## src/rtl/ibex_vector_window_gen.sv

```systemverilog
// Streaming 3x3 window generator: raster-order 8-bit pixels in, fully-interior
// 3x3 neighbourhoods out as packed 128-bit vector operands with valid/ready.
module ibex_vector_window_gen #(
  parameter int unsigned IMG_WIDTH  = 8,
  parameter int unsigned IMG_HEIGHT = 8
) (
  input  logic         clk_i,
  input  logic         rst_i,
  input  logic         clear_i,
  input  logic         pix_valid_i,
  input  logic [7:0]   pix_data_i,
  output logic         pix_ready_o,
  output logic         win_valid_o,
  input  logic         win_ready_i,
  output logic [127:0] win_o,
  output logic         frame_done_o
);

  localparam int unsigned CW = $clog2(IMG_WIDTH);
  localparam int unsigned RW = $clog2(IMG_HEIGHT);

  logic [CW-1:0]  col_q;
  logic [RW-1:0]  row_q;
  logic [7:0]     lb0 [IMG_WIDTH];
  logic [7:0]     lb1 [IMG_WIDTH];
  // Only the two most recent window columns are stored; the third is the
  // incoming column, so the shifted window is formed combinationally.
  logic [23:0]    wcol_a;
  logic [23:0]    wcol_b;
  logic [23:0]    new_col;
  logic [71:0]    cols;
  logic [127:0]   shifted;
  logic           accept;
  logic           last_col;
  logic           last_row;
  logic           emit;

  assign pix_ready_o = !rst_i && !clear_i && (!win_valid_o || win_ready_i);
  assign accept      = pix_valid_i && pix_ready_o;
  assign last_col    = (col_q == CW'(IMG_WIDTH - 1));
  assign last_row    = (row_q == RW'(IMG_HEIGHT - 1));
  assign emit        = (row_q >= RW'(2)) && (col_q >= CW'(2));
  assign new_col     = {lb1[col_q], lb0[col_q], pix_data_i};
  assign cols        = {new_col, wcol_b, wcol_a};

  // Column j holds {top, mid, bottom}; byte 3*i+j takes row i of column j.
  always_comb begin
    shifted = '0;
    for (int unsigned i = 0; i < 3; i++) begin
      for (int unsigned j = 0; j < 3; j++) begin
        shifted[8*(3*i+j) +: 8] = cols[24*j + 8*(2-i) +: 8];
      end
    end
  end

  always_ff @(posedge clk_i) begin
    if (accept) begin
      lb1[col_q] <= lb0[col_q];
      lb0[col_q] <= pix_data_i;
    end
  end

  always_ff @(posedge clk_i or posedge rst_i) begin
    if (rst_i) begin
      col_q        <= '0;
      row_q        <= '0;
      wcol_a       <= '0;
      wcol_b       <= '0;
      win_o        <= '0;
      win_valid_o  <= 1'b0;
      frame_done_o <= 1'b0;
    end else if (clear_i) begin
      col_q        <= '0;
      row_q        <= '0;
      wcol_a       <= '0;
      wcol_b       <= '0;
      win_o        <= '0;
      win_valid_o  <= 1'b0;
      frame_done_o <= 1'b0;
    end else begin
      frame_done_o <= 1'b0;
      if (accept) begin
        wcol_a <= wcol_b;
        wcol_b <= new_col;
        if (last_col) begin
          col_q <= '0;
          if (last_row) begin
            row_q        <= '0;
            frame_done_o <= 1'b1;
          end else begin
            row_q <= row_q + RW'(1);
          end
        end else begin
          col_q <= col_q + CW'(1);
        end
      end
      if (accept && emit) begin
        win_o       <= shifted;
        win_valid_o <= 1'b1;
      end else if (win_ready_i) begin
        win_valid_o <= 1'b0;
      end
    end
  end

endmodule
```

## config.mk

```make
export PLATFORM = sky130hd
export DESIGN_NAME = ibex_vector_window_gen
export DESIGN_NICKNAME = d
export VERILOG_FILES = /design/src/rtl/ibex_vector_window_gen.sv
export SDC_FILE = /design/constraint.sdc
export NUM_CORES = 1
export LEC_CHECK = 0
export ABC_AREA = 1
export BUFFER_PORTS_ARGS = -buffer_cell sky130_fd_sc_hd__buf_2
export CAP_MARGIN = 20
export CORE_MARGIN = 2
export CORE_UTILIZATION = 52
export CTS_CLUSTER_DIAMETER = 120
export DETAILED_ROUTE_END_ITERATION = 8
export GPL_ROUTABILITY_DRIVEN = 0
export PLACE_DENSITY = 0.76
export SKIP_LAST_GASP = 1
export SLEW_MARGIN = 20
export SYNTH_ARGS = -nofsm -noshare
export SYNTH_HDL_FRONTEND = slang
export SYNTH_SLANG_ARGS = --single-unit
export TNS_END_PERCENT = 20
```

## constraint.sdc

```tcl
create_clock -name clk_i -period 4.1 [get_ports clk_i]
set_input_delay 1.025 -clock clk_i [delete_from_list [all_inputs] [get_ports clk_i]]
set_output_delay 1.025 -clock clk_i [all_outputs]
set_load 0.02 [all_outputs]
```

======== After elaboration in Yosys (flattened, before gate mapping) ========
Memory sizes are Yosys's and may differ from the RTL's.
Cells that the tools add are included.
word-level totals
  flip-flop bits (word level) ............. 184
  memory bits (writable) .................. 128
  input port bits ......................... 13
  word-level logic and storage cells ...... 51
  memories kept ........................... 2
cells by class
  $add $sub $neg .......................... 2
  $lt $le $gt $ge ......................... 2
  equality and inequality tests ........... 2
  muxes and demuxes ....................... 22
  reduce and logical (&&, ||, !) cells .... 14
memories
  name  words  bits a word  rd ports  clocked after Yosys merged registers in  write ports  RTL line  text
  lb0   8      8            1         0                                        1            24        logic [7:0] lb0 [IMG_WIDTH];
  lb1   8      8            1         0                                        1            25        logic [7:0] lb1 [IMG_WIDTH];
operator list
  kind                                                                                  count
  128-bit 2-to-1 mux                                                                    2
  24-bit 2-to-1 mux                                                                     4
  3-bit 2-to-1 mux                                                                      7
  1-bit 2-to-1 mux                                                                      9
  3-bit by 1-bit adder with 3-bit output (second input constant)                        2
  3-bit == test (second input constant)                                                 2
  3-bit by 2-bit greater-or-equal comparator with 1-bit output (second input constant)  2
  2-bit nonzero test                                                                    3
  1-bit logical AND                                                                     5
  1-bit logical NOT                                                                     3
  3-bit nonzero test                                                                    1
  2-bit AND reduction                                                                   1
  1-bit logical OR                                                                      1

======== Logic depth before layout (Yosys ltp) ========
  word-level depth ........................ 7
  mapped depth ............................ 12
  gate-level depth less buffers ........... 9

======== Worst setup path before layout ========
No wires, ideal clock.
  kind .................................... input port to flip-flop
  from .................................... in win_ready_i
  to ...................................... mem lb0[2][0], enable pin
  setup time .............................. 388 ps
  arrival ................................. 2,211 ps
  path slack .............................. 1,501 ps
  cell stages on the path ................. 6
  buffers on the path ..................... 0
  path through ............................ inv_1 -> nand2_1 -> nand3_4 -> inv_2 -> nand2_1 -> nor2_1
on the way
  longest elaborated chain between the ends .. 5
ends and longest elaborated chain
  element                                 RTL line  text
  start: declaration                      14        input logic win_ready_i,
  1-bit logical OR                        38        assign pix_ready_o = !rst_i && !clear_i && (!win_valid_o || win_ready_i);
  1-bit logical AND                       38
  1-bit logical AND                       39        assign accept = pix_valid_i && pix_ready_o;
  1-bit 2-to-1 mux                        57        if (accept) begin
  1-bit 2-to-1 mux (implied by the code)  59        lb0[col_q] <= pix_data_i;
  end: declaration                        24
Every way passes these cells.

======== Worst setup path in the final report ========
  from .................................... in clear_i
  to ...................................... out pix_ready_o
on the way
  longest elaborated chain between the ends .. 3
ends and longest elaborated chain
  element                         RTL line  text
  start: declaration              9         input logic clear_i,
  1-bit logical NOT               38
  1-bit logical AND (2 in a row)  38
  end: declaration                12        output logic pix_ready_o,
Every way passes these cells.

==> out/qor.yml <==
clock_tree:
  clkLatencyLatePin_ns: 0.52
  clock-root-buffer: "clkbuf_16"
  path_clk_slew_ns: 0.06
  post_cts_buffers: 0
  cts_buffer_depth: 3
  cts_resized: 0
  cts_tree: "yes"
  htreeDepth: 1
  cts_buffers: 26
  cts_hold_buffers: 0
  cts_sinks: 256
sta:
  hold_viol: 0
  worst_pin_slew_ns: 0.9203
  fin_crit_sh_pct: 64.04
  fin_skew_ns: 0.01268
  holdWs_ns: 0.4658
  setup_tns_ns: 0
  setup_viol: 0
  timing.final.crit_period_ns: 2.626
  worst_slack_ns: 1.474
  grt_setup_unrepaired: "no"
  max-slew-margin-rel_pct: 38.64
  fmax_ghz: 0.3809
  maxSlewViolCount: 0
finish:
  area_delta_synth_final_pct: 11.12
  utilization_pct: 58.42
  seq_area_um2: 7047
  multi_input_comb_area_um2: 2880
  final_common_cell: "nand2_1"
  nets: 1236
  fillers: 1735
  final_layout_size_suffix_gt1_share_pct: 12.46
  n_antenna_cell: 0
  layout_common_cells: "472 x nand2_1, 150 x inv_1, 128 x dfrtp_1, 128 x edfxtp_1, 87 x buf_2"
  fin_area_um2: 12200
  stdcell_count: 1511
critical_path:
  worstSetupStartpoint: "clear_i"
  cp.required_ns: 3.07
  r2r-end: "lb1[1][1]"
  worstSetupPathType: "in2out"
  reg2reg_depth: 4
  critical_path_arrival_ns: 1.60
  rrSetupSlack_ns: 1.70
  crit_end: "pix_ready_o"
  r2r-start: "col_q[1]"
  slowest_delay_ns: 0.16
  worst_setup_path_start_kind: "input port"
  cp_common_cell: "buf_2"
  path_cells: "buf_2 -> nor2_4 -> nand2_1 -> inv_1 -> buf_2"
  cp_max_fo: 4
  crit_path_end_kind: "output pin"
  cp_slowest_cell: "buf_2"
logic_synthesis:
  yosys_most_used_dff: "edfxtp_1"
  synth-xor-area-share_pct: 0
  synth_edf_count: 128
  synth.distinct_cells: 27
  synth-compound-area-share_pct: 2.905
  synthCells: 1132
  syn_area_um2: 10980
  synthMuxAreaShare_pct: 0
  synth_area_per_cell_um2: 9.701
  yosys_register_bits: 256
  synth_seq_area_share_pct: 64.17
  synth_top_family_by_area: "simple AND/OR/NAND/NOR gates"
  yosys.area_share.adder_pct: 0.6836
  yosysWarningCount: 0
  yosys.area_share.simple_pct: 20.72
  ys_async_sr_fraction_pct: 50.00
routing:
  vias: 7499
  via_per_inst: 4.963
  drt-initial-drc-count: 712
  drt-total-wl_um: 23610
  wl_per_cell_um: 15.62
  remaining_drc_errors: 0
  ant_nets: 0
  first_pass_iters: 9
power_and_ir_drop:
  power.leakage_nw: 6.396
  p_total_mw: 5.296
  ir_drop_mv: 0.2404
  powerDensity_nw_per_um2: 434.0
floorplanning:
  die_w_um: 149.3
  core-area_um2: 20890
  ioPinCount: 144
  start_util_pct: 52.57
  std_cell_rows: 53
  die_area_um2: 22300
  die_y_um: 149.3
worst_hold_path:
  min_path_type: "reg2reg"
global_route:
  grt_overflow_total: 0
  grt_util_all_layers_pct: 21.48
  grt_pass1_wl_um: 37150
  grt_max_degree: 129
  antenna_found_initial: 0
  grt_pass1_vias: 6957
placement:
  port_buffers: 87
  dp.cells: 1464
  place_hpwl_um: 14980
  placed_area_um2: 11410
  place_worst_setup_slack_ns: 1.197
run:
  maxCapViolations: 0
outcome:
  outcome: "finished clean"
[layout make-up]
cell class,instances,area share (%)
multi-input combinational,680,23.60
tap,275,2.820
inverter,152,4.706
clock inverter,6,0.2256
timing repair buffer,101,4.593
clock buffer,41,6.306
sequential,256,57.75
[power breakdown]
group          total, mW  switching, mW  leakage [nW]  internal (mW)
clock               2.20          0.921         0.391           1.28
combinational      0.323          0.269          3.08         0.0539
sequential          2.77         0.0186          2.93           2.75
total               5.30           1.21          6.40           4.09
[worst max-delay path: cells and delay by family]
kind / cells / cell delay [ns]
buffers and inverters: 3 / 0.36
AND/OR/NAND/NOR: 2 / 0.22
[synthesized netlist by cell type (2+ instances only)]
master	instances	area (um^2)
nand2_1	472	1772
o21ai_0	40	200.2
ha_1	6	75.07
nor2_8	2	40.04
clkbuf_1	9	33.78
nor2_1	11	41.29
dfrtp_1	128	3203
edfxtp_1	128	3844
nor2_4	2	22.52
nand3_1	63	315.3
buf_2	23	115.1
nor2_2	2	12.51
buf_6	6	67.56
nand4_1	8	50.05
inv_1	151	566.8
buf_4	58	435.4
o21ai_1	4	20.02
o21ai_2	10	87.58
[routing by layer]
| metal | wire [um] | track usage (%) | up-vias |
|---|---|---|---|
| li1 | - | - | 3580 |
| met1 | 10120 | 30.37 | 3550 |
| met2 | 10940 | 34.06 | 317 |
| met3 | 1835 | 3.394 | 52 |
| met4 | 720 | 7.667 | 0 |
| met5 | 0 | 0 | - |
[state kept, by name (all words and copies together), names as in the netlist]
register / flops
win_valid_o: 1
lb1: 64
win_o: 72
frame_done_o: 1
wcol_a: 24
lb0: 64
row_q: 3
col_q: 3
wcol_b: 24
[cell families (layout without fill, tap and decap cells)]
kind of cell	count (synthesis)	after routing
AOI/OAI and AO/OA	56	56
adders and majority gates	6	6
buffers and inverters	251	300
DFF	256	256
other	1	56
and+or+nand+nor	562	562
[worst min path at each step]
| stage | startpoint | endpoint | slack [ns] | cells after the start |
|---|---|---|---|---|
| 6_report | win_o[32] | win_o[32] | 0.47 | 2 |
| 3_3_place_gp | win_o[36] | win_o[36] | 0.45 | 2 |
| 4_1_cts | win_o[32] | win_o[32] | 0.47 | 2 |
| 2_1_floorplan | wcol_a[10] | wcol_a[10] | 0.44 | 2 |
| 5_1_grt | win_o[31] | win_o[31] | 0.49 | 2 |
| 3_5_place_dp | win_o[36] | win_o[36] | 0.45 | 2 |
(Power assumes the default switching activity.)
